`src/rtl/axis_rr_packet_arbiter.sv`:
```
// Packet-granular round-robin arbiter: NUM_INPUTS AXI-Stream sources share one
// registered master port, and the source index of each beat travels on m_axis_tid.
module axis_rr_packet_arbiter #(
  parameter int DATA_WIDTH = 16,
  parameter int NUM_INPUTS = 4,
  localparam int ID_WIDTH = (NUM_INPUTS > 1) ? $clog2(NUM_INPUTS) : 1
) (
  input  logic                             aclk,
  input  logic                             aresetn,
  input  logic [NUM_INPUTS*DATA_WIDTH-1:0] s_axis_tdata,
  input  logic [NUM_INPUTS-1:0]            s_axis_tvalid,
  input  logic [NUM_INPUTS-1:0]            s_axis_tlast,
  output logic [NUM_INPUTS-1:0]            s_axis_tready,
  output logic [DATA_WIDTH-1:0]            m_axis_tdata,
  output logic                             m_axis_tvalid,
  output logic                             m_axis_tlast,
  output logic [ID_WIDTH-1:0]              m_axis_tid,
  input  logic                             m_axis_tready
);

  typedef enum logic [0:0] {IDLE = 1'b0, BUSY = 1'b1} state_t;

  state_t              state_r;
  state_t              state_nxt_s;
  logic [ID_WIDTH-1:0] grant_r;
  logic [ID_WIDTH-1:0] pick_s;
  logic                stall_s;
  logic                accept_s;

  function automatic logic [ID_WIDTH-1:0] rr_pick(
    input logic [NUM_INPUTS-1:0] req,
    input logic [ID_WIDTH-1:0]   last
  );
    logic [ID_WIDTH-1:0] pick;
    logic                found;
    int                  idx;
    pick  = '0;
    found = 1'b0;
    for (int k = 1; k <= NUM_INPUTS; k++) begin
      idx = (int'(last) + k) % NUM_INPUTS;
      if (!found && req[idx]) begin
        pick  = ID_WIDTH'(idx);
        found = 1'b1;
      end else begin
        found = found;
      end
    end
    return pick;
  endfunction

  assign stall_s  = m_axis_tvalid && !m_axis_tready;
  assign pick_s   = rr_pick(s_axis_tvalid, grant_r);
  assign accept_s = s_axis_tvalid[grant_r] && s_axis_tready[grant_r];

  // State register
  always_ff @(posedge aclk) begin
    if (!aresetn) begin
      state_r <= IDLE;
    end else begin
      state_r <= state_nxt_s;
    end
  end

  // grant_r doubles as last_grant; resetting it to the top index gives input 0 first turn
  always_ff @(posedge aclk) begin
    if (!aresetn) begin
      grant_r <= ID_WIDTH'(NUM_INPUTS - 1);
    end else if (state_r == IDLE && (|s_axis_tvalid)) begin
      grant_r <= pick_s;
    end else begin
      grant_r <= grant_r;
    end
  end

  // Next-state logic
  always_comb begin
    state_nxt_s = state_r;
    case (state_r)
      IDLE: begin
        if (|s_axis_tvalid) state_nxt_s = BUSY;
        else                state_nxt_s = IDLE;
      end
      BUSY: begin
        if (accept_s && s_axis_tlast[grant_r]) state_nxt_s = IDLE;
        else                                   state_nxt_s = BUSY;
      end
      default: state_nxt_s = IDLE;
    endcase
  end

  // Only the granted source sees ready, and only while the output register can move
  always_comb begin
    s_axis_tready = '0;
    if (aresetn && state_r == BUSY) begin
      s_axis_tready[grant_r] = !stall_s;
    end else begin
      s_axis_tready = '0;
    end
  end

  // Output register stage
  always_ff @(posedge aclk) begin
    if (!aresetn) begin
      m_axis_tdata  <= '0;
      m_axis_tlast  <= 1'b0;
      m_axis_tid    <= '0;
      m_axis_tvalid <= 1'b0;
    end else begin
      if (!stall_s) begin
        m_axis_tdata <= s_axis_tdata[grant_r*DATA_WIDTH +: DATA_WIDTH];
        m_axis_tlast <= s_axis_tlast[grant_r];
        m_axis_tid   <= grant_r;
      end else begin
        m_axis_tdata <= m_axis_tdata;
        m_axis_tlast <= m_axis_tlast;
        m_axis_tid   <= m_axis_tid;
      end
      m_axis_tvalid <= stall_s || (state_r == BUSY && s_axis_tvalid[grant_r]);
    end
  end

endmodule
```
`config.mk`:
```
export PLATFORM = sky130hd
export DESIGN_NAME = axis_rr_packet_arbiter
export DESIGN_NICKNAME = d
export VERILOG_FILES = /design/src/rtl/axis_rr_packet_arbiter.sv
export SDC_FILE = /design/constraint.sdc
export NUM_CORES = 1
export LEC_CHECK = 0
export ABC_AREA = 1
export CAP_MARGIN = 40
export CORE_ASPECT_RATIO = 0.6
export CORE_UTILIZATION = 45
export CTS_CLUSTER_DIAMETER = 150
export CTS_CLUSTER_SIZE = 30
export DETAILED_ROUTE_END_ITERATION = 10
export DONT_BUFFER_PORTS = 1
export GPL_TIMING_DRIVEN = 0
export HOLD_SLACK_MARGIN = 0.1
export PLACE_DENSITY_LB_ADDON = 0.15
export SYNTH_ARGS = -nofsm -noshare
export SYNTH_HDL_FRONTEND = slang
export SYNTH_SLANG_ARGS = --single-unit
```
`constraint.sdc`:
```
create_clock -name aclk -period 2.1 [get_ports aclk]
set_input_delay 0.315 -clock aclk [delete_from_list [all_inputs] [get_ports aclk]]
set_output_delay 0.315 -clock aclk [all_outputs]
set_load 0.01 [all_outputs]
```
* Word level (Yosys, flattened, before mapping)
Cells that the tools add are included.
Operators by class: reduce and logical (&&, ||, !) cells 21, shifts and indexed selects 1, order comparisons 6, mux-type cells 31, $add $sub $neg 4, bitwise gates (word level) 6
Operators by type and width (number):
- $shiftx 64x7->16 | 1
- $mux 1 | 17
- $lt 3x4->1 const B | 4
- $bmux 1 s2 | 7
- $logic_and 1x1->1 | 10
- $mux 2 | 4
- $reduce_or 2->1 | 4
- $logic_not 1->1 | 5
- $add 2x1->2 const B | 2
- $add 2x2->2 const B | 2
- $and 1x1->1 const A | 4
- $and 4x4->4 | 1
- $mux 4 | 1
- $reduce_or 4->1 | 1
- $lt 2x3->1 const B | 1
- $demux 1 s2 | 1
- $ge 2x1->1 const B | 1
- $pmux 1 s2 | 1
- $logic_or 1x1->1 | 1
- $not 1->1 | 1
Storage, ports and cells: logic and storage cells 75, output and inout port bits 24, flip-flop bits (word level) 23, input port bits 75

* Logic depth before layout (Yosys ltp)
Gate-level depths: netlist of the first run.
word-level depth 16, depth in mapped cells 14, gate-level depth less buffers 11

* Worst setup path after synthesis of the first run
Ideal clock, no wire load.
kind register -> register, start point register grant_r[0], end point register grant_r[1], buffers on the path 3, cell stages (with the launch flop) 14, data required time 1.971 ns, arrival time 1.703 ns, library setup time 0.129 ns, clock period less this slack 1.832 ns, setup slack 0.268 ns, path through dfxtp_1 -> buf_6 -> inv_6 -> buf_6 -> buf_6 -> ha_1 -> inv_1 -> nand3_1 -> nand2_1 -> nor2_4 -> nand2_2 -> nand2_2 -> nand2_1 -> nand3_2
On the way: longest elaborated chain between the ends 14, elaborated cells on any way between the ends 29, classes of those cells add/sub: 4; mux: 19; reduce/logical: 6
RTL lines:
- start, declared | line 25 | logic [ID_WIDTH-1:0] grant_r;
- start signal, assigned | line 67 | grant_r <= ID_WIDTH'(NUM_INPUTS - 1);
- start signal, assigned | line 69 | grant_r <= pick_s;
- start signal, assigned | line 71 | grant_r <= grant_r;
- $add 2x1->2 | line 40 | idx = (int'(last) + k) % NUM_INPUTS;
- $bmux 1 s2 | line 41 | if (!found && req[idx]) begin
- $mux 1 (not written as such) (2 in series) | line 41
- $mux 1 | line 41
- $logic_not 1->1 | line 41
- $logic_and 1x1->1 | line 41
- $mux 1 | line 41
- $logic_not 1->1 | line 41
- $logic_and 1x1->1 | line 41
- $mux 1 | line 41
- $logic_not 1->1 | line 41
- $logic_and 1x1->1 | line 41
- $mux 2 (*) | line 41
Mark *: on every way between the ends. The rest lies on a longest branch, timed or not. The select of a mux whose other input is x is not followed. A chain may end at the register's enable or synchronous reset.

* Worst setup path after layout of the first run
Ends and elaborated chain as after synthesis.

==> impl_results.md, run 1 <==
* Largest net degree at the start of global routing at 14
* Final hold viol count at 0
* Clk slew on worst S/H paths at 0.09 ns
* Final Core Density at 53.56%
* Vias at 1,791
* Initial drt markers at 95
* Reg2reg setup slack at 0.15 ns
* Hpwl dp at 3951 µm
* R2R depth at 14
* Worst-Margin Slew at 0.4425 ns
* Detailed Route WL at approximately 5000 µm
* Routed wl met2 at approximately 2300 µm
* Yosys Warn Count at 0
* Worst hold start: aresetn
* Clock period minus worst slack at about 2 ns
* First-pass GRT wire length at around 8000 µm
* Drt drc at 0
* Critical Path Sink Type: flip-flop
* Layout cells sized above 1 at around 15%
* Pre-antenna DRT Iters at 4
* Core Area at about 3400 µm²
* Layout net count at around 350
* Skew final at roughly 0.0084 ns
* Vias in the first global route at between 1,500 and 2,000
* Final Cycle Share at 92.78%
* CTS tree: yes
* Critical path type: reg -> reg
* Commonest non-fill, non-tap cell in the layout: o21ai_0
* Tot Pwr at 3.001 mW
* Initial Util at about half
* Storage cell area at 462.9 µm²
* Final non-filler cell total at 313
* Register area share after synthesis at a little over a quarter
* Combined area of the multi-input logic cells at 1061 µm²
* PwrDens at between 1500 and 2000 nW/µm²
* Synthesized flop and latch total at 23
* Syn_area_per_cell at approximately 6.5 µm²
* Met3 Wirelength at roughly 580 µm
* Max Cap Viol at 0
* Setup TNS at 0 ns
* Area of the mapped netlist at between 1500 and 2000 µm²
* Startpoint types: flip-flop
* Max H-tree Level at 1
* RSZ-0062 raised after global routing: false
* Max frequency at a little over 0.5 GHz
* Final number of setup-violating endpoints at 0
* R2R Path Start: grant_r[0]$_SDFFE_PN1P_
* Min-Delay Path Depth at 3
* Hold WC Path Type: in -> reg
* Final GP Congestion at between 0.8 and 0.9
* Crit-path max FO at 11
* Critical R2R Capture: grant_r[1]$_SDFFE_PN1P_
* Sw Pwr at about 1.5 mW
* Cell internal pwr at approximately 1.5 mW
* Wl on met1 at 2270 µm
* Routed Antenna Nets at 0
* Max layer used: met4
* Worst-Skew Late Latency at about 0.27 ns
* Flop pwr share at a little over a quarter
* Status: finished clean
* Unique masters post-synth at 26
* Total gr overflow at 0
* Avg WL per Cell at around 16 µm
* Antenna violations before repair at 0
* WP data arrival at approximately 2.1 ns
* CP required at ~2.2 ns
* Static leakage at roughly 0.9 nW
* Port Buf Inserts at 0
* Die height at around 50 µm
* Most frequent cells in the layout: o21ai_0 (48), nor2_1 (38), nand2_1 (29)
* VDD IR max at between 700 and 800 µV
* Row count at 16
* Vias per cell at between 5 and 6
* Hold endpoint: m_axis_tdata[13]$_SDFFE_PN0N_
* IO Pins at approximately 100
* Post-CTS Setup Bufs at 0
* Syn Inst Count at approximately 260
* Clock Sinks at 23
* Longest Clk Path Bufs at 2
* Die width at around 82 µm
* Die area at slightly above 4000 µm²
* Fillers at 370
* Area Overhead vs Synth at 6.967%
* GRT Total Usage at about a quarter
* Part of the power in the clock network at about a tenth
* Num CTS Buffers at 3
* Syn Nets at approximately 340
* Placed Cells at roughly 310
* Rel. slew slack at slightly above 70%
* Logic gate share of total power at between 60% and 70%
* Root Buffer: clkbuf_8
* Final Max Slew Viols at 0
* Switching Fraction at approximately half
* N_diodes at 0
[cell families after synthesis]
family	Yosys count	share of synthesized area, %
AO/OA/AOI/OAI	91	30.41
AND/OR/NAND/NOR	102	27.36
flip-flops	23	26.71
adder cells (fa/ha/maj)	4	2.903
buffers and inverters	44	12.63
[flip-flops by register name (all words and copies together) (netlist names)]
name,count
grant_r,2
m_axis_tdata,16
m_axis_tid,2
state_r,1
m_axis_tvalid,1
m_axis_tlast,1
[per-stage QoR]
step / hold slack, ns / worst slack, ns / instance area [µm²]
after floorplan: 0.4553 / 0.2678 / 1724
after global placement: 0.4921 / 0.02778 / 1780
after detailed placement: 0.4932 / 0.04197 / 1780
after CTS: 0.2590 / 0.01914 / 1827
after global routing: 0.2974 / 0.04129 / 1844
final: 0.2642 / 0.1517 / 1844
[layer usage]
layer,vias to the layer above,track usage (%)
met5,-,0
met4,0,4.971
met3,4,6.481
met2,91,42.70
met1,806,34.34
li1,890,-
[worst max-delay path by stage]
stage | startpoint | endpoint | cells after the start
after floorplan | grant_r[0]$_SDFFE_PN1P_ | grant_r[1]$_SDFFE_PN1P_ | 13
after global placement | grant_r[0]$_SDFFE_PN1P_ | grant_r[1]$_SDFFE_PN1P_ | 14
final | grant_r[0]$_SDFFE_PN1P_ | grant_r[1]$_SDFFE_PN1P_ | 14
after global routing | grant_r[0]$_SDFFE_PN1P_ | grant_r[1]$_SDFFE_PN1P_ | 14
after CTS | grant_r[0]$_SDFFE_PN1P_ | grant_r[1]$_SDFFE_PN1P_ | 14
after detailed placement | grant_r[0]$_SDFFE_PN1P_ | grant_r[1]$_SDFFE_PN1P_ | 14
[critical path: stages, from the launching register on]
cell     delay, ns
dfxtp_2       0.37
buf_6         0.14
inv_6         0.05
buf_6         0.14
buf_6         0.15
ha_4          0.29
inv_1         0.07
nand3_2       0.09
nand2_2       0.09
nor2_4        0.14
nand2_2       0.06
nand2_2       0.08
inv_2         0.03
nand2_1       0.06
nand3_2       0.05
[cell type report]
type,instances,share of cell area (%)
plain buffers,18,6.241
clock buffers,3,2.239
clock inverters,1,0.2714
inverters,26,5.563
multi-input cells,197,57.53
flip-flops and latches,23,25.10
well taps,45,3.053
[synth_stat cells]
| master | count | area share (%) |
|---|---|---|
| o22ai_1 | 16 | 5.8 |
| dfxtp_1 | 23 | 27 |
| ha_1 | 4 | 2.9 |
| nand3_1 | 17 | 4.9 |
| clkbuf_2 | 2 | 0.58 |
| nor2_1 | 38 | 8.3 |
| inv_2 | 1 | 0.22 |
| inv_6 | 1 | 0.51 |
| clkinv_1 | 1 | 0.22 |
| a21oi_1 | 5 | 1.5 |
| inv_1 | 23 | 5.0 |
| o21ai_1 | 3 | 0.87 |
| o21bai_1 | 17 | 7.4 |
| nand2_2 | 10 | 3.6 |
| buf_2 | 3 | 0.87 |
| nor2_4 | 2 | 1.3 |
| o21a_1 | 1 | 0.44 |
| nand3_2 | 3 | 1.7 |
| buf_6 | 4 | 2.6 |
| o21ai_0 | 48 | 14 |
| clkbuf_1 | 6 | 1.3 |
| nand2_4 | 1 | 0.65 |
| nand2_1 | 30 | 6.5 |
| o21ai_2 | 1 | 0.51 |
| nor3_1 | 1 | 0.29 |
| buf_4 | 3 | 1.3 |
[timing repair]
item | in CTS | in global routing
setup endpoints to repair | 0 | 2
resized for setup | 0 | 4
hold buffers | 0 | 0
[power by group through the flow]
stage / logic, mW / clock network (mW) / registers [mW]
after floorplan: 1.47 / 0 / 0.769
after global placement: 1.82 / 0 / 0.817
after detailed placement: 1.84 / 0 / 0.812
after CTS: 1.85 / 0.288 / 0.804
after global routing: 2.15 / 0.308 / 0.830
final: 1.91 / 0.283 / 0.809
(Power assumes the default switching activity.)
==> run 2, diff against run 1 <==
- CORE_UTILIZATION: 45 -> 60
==> run 2 against run 1 <==
Against the previous run: register-to-register slack about the same; maximum frequency decreased by 0.74%; design area decreased by 1.6%; highest routed layer unchanged; global-route usage increased by 5.5 points; the run now ends with design-rule violations left; largest cell class unchanged; largest power group unchanged.
==> impl_results.md, run 2 (synthesized netlist as in run 1, its figures left out) <==
* Status: finished, violations left
* Failing checks: design-rule violations
* Final Max Slew Viols at 0 (unchanged)
* Num CTS Buffers at 3 (unchanged)
* CTS tree: yes
* Die area at 3099 µm² (-24%)
* Pre-antenna DRT Iters at 8 (+4)
* Initial drt markers at 131 (+38%)
* Hold WC Path Type: in -> reg
* Vias at 1,812 (+1.2%)
* First-pass GRT wire length at 7472 µm (-6.1%)
* N_diodes at 0 (unchanged)
* Longest Clk Path Bufs at 2 (unchanged)
* CP peak stage delay at 0.36 ns (about the same)
* Largest register FFs at 16 (unchanged)
* Reg2reg setup slack at 0.14 ns (about the same)
* Clock period minus worst slack at 1.963 ns (+0.01452 ns)
* Max Cap Viol at 0 (unchanged)
* Worst-Skew Late Latency at 0.26 ns (about the same)
* Setup TNS at 0 ns (unchanged)
* Crit-path max FO at 11 (unchanged)
* Min Hold Slack at 0.2696 ns (+0.005421 ns)
* Final non-filler cell total at 300 (-4.2%)
* Final number of setup-violating endpoints at 0 (unchanged)
* Port Buf Inserts at 0 (unchanged)
* Slowest CP cell: dfxtp_2
* Vias in the first global route at 1,580 (-7.8%)
* VDD IR max at 835.8 µV (+19%)
* Vias per cell at 6.040 (+5.6%)
* Largest net degree at the start of global routing at 14 (unchanged)
* IO Pins at 99 (unchanged)
* Final Cycle Share at 93.47% (+0.69 points)
* Clk slew on worst S/H paths at 0.08 ns (about the same)
* PwrDens at 1626 nW/µm² (about the same)
* Skew final at 0.003755 ns (-0.004649 ns)
* Layout cells sized above 1 at 14.55% (unchanged)
* Placed Cells at 296 (-4.2%)
* Row count at 14 (-2)
* Hold buffer count at CTS at 0 (unchanged)
* Detailed Route WL at 4972 µm (-3.5%)
* Layout net count at 348 (unchanged)
* Rel. slew slack at 69.84% (-0.66 points)
* Critical path type: reg -> reg
* Final hold viol count at 0 (unchanged)
* Biggest regs: m_axis_tdata x16, grant_r x2, m_axis_tid x2
* Largest Register: m_axis_tdata
* Hpwl dp at 3680 µm (-6.9%)
* Root Buffer: clkbuf_8
* R2R depth at 14 (unchanged)
* Area Overhead vs Synth at 5.297%
* Fillers at 236 (-36%)
* Static leakage at 0.8797 nW (about the same)
* Drt drc at 8 (+8)
* CP Cell Sequence: buf_6, inv_6, buf_6, buf_6, ha_1, inv_2, nand3_2, nand2_2, nor2_4, nand2_2, nand2_2, inv_2, nand2_1, nand3_2
* GRT Total Usage at 31.57% (+5.5 points)
* Max frequency at 0.5095 GHz (-0.74%)
* Core Area at 2610 µm² (-24%)
* RSZ-0062 raised after global routing: false
* CP required at 2.24 ns (about the same)
* Clock Sinks at 23 (unchanged)
* Avg WL per Cell at 16.57 µm (+0.69%)
* Total gr overflow at 0 (unchanged)
* Commonest non-fill, non-tap cell in the layout: o21ai_0
* Final GP Congestion at 0.9622 (+12%)
* Critical Path Sink Type: flip-flop
* Initial Util at 66.06% (+16 points)
* Worst-Margin Slew at 0.4523 ns (+0.009841 ns)
* Die height at 43.52 µm (-13%)
* Die width at 71.21 µm (-13%)
* WP data arrival at 2.10 ns (about the same)
* Min-Delay Path Depth at 3 (unchanged)
* Startpoint types: flip-flop
* Routed Antenna Nets at 0 (unchanged)
* Antenna violations before repair at 0 (unchanged)
* Most frequent cells in the layout: o21ai_0 (48), nor2_1 (38), nand2_1 (29)
* Max H-tree Level at 1 (unchanged)
## run 2: worst paths after layout
kind | startpoint | end
worst min register to register | state_r$_SDFF_PN0_ | state_r$_SDFF_PN0_
worst max register to register | grant_r[0]$_SDFFE_PN1P_ | grant_r[1]$_SDFFE_PN1P_
worst min-delay path | aresetn | m_axis_tdata[11]$_SDFFE_PN0N_
worst max-delay path | grant_r[0]$_SDFFE_PN1P_ | grant_r[1]$_SDFFE_PN1P_
## run 2: routing by layer
layer	part of all wire, %	track usage (%)	vias up
met5	0	0	-
li1	-	-	893
met1	43	42.10	810
met3	12	9.535	4
met4	0.68	6.400	0
met2	44	51.43	105
## run 2: where the power goes
part,leakage [nW],total [mW],internal [mW],switching (mW)
Combinational,0.663,1.87,0.694,1.18
Sequential,0.191,0.807,0.613,0.194
Clock,0.0255,0.273,0.132,0.141
## run 2: what timing repair did
action | in CTS | in global routing
endpoints found under the setup margin | 0 | 2
buffers inserted | 0 | 0
gates resized for setup | 0 | 4
## run 2: per-stage QoR
step	setup WS, ns	power, mW	cell area (µm²)	utilization (%)
CTS	0.05190	2.912	1810	69.37
global placement	0.1198	2.586	1764	67.59
finish	0.1372	2.952	1815	69.56
global route	0.02342	3.180	1815	69.56
floorplan	0.2678	2.236	1724	-
detailed placement	0.07529	2.626	1764	67.59
## run 2: layout make-up
class | instances | area (µm²) | area share [%]
multi-input cells | 197 | 1049 | 57.75
flip-flops and latches | 23 | 462.9 | 25.50
plain buffers | 18 | 115.1 | 6.340
inverters | 26 | 102.6 | 5.651
clock buffers | 3 | 41.29 | 2.274
well taps | 32 | 40.04 | 2.205
clock inverters | 1 | 5.005 | 0.2757
## run 2: worst max-delay path, delay by kind of cell, from the launching register on
family / cells / cell delay (ns)
AND/OR/NAND/NOR: 7 / 0.55
flip-flops: 1 / 0.36
adder cells (fa/ha/maj): 1 / 0.34
buffers and inverters: 6 / 0.58
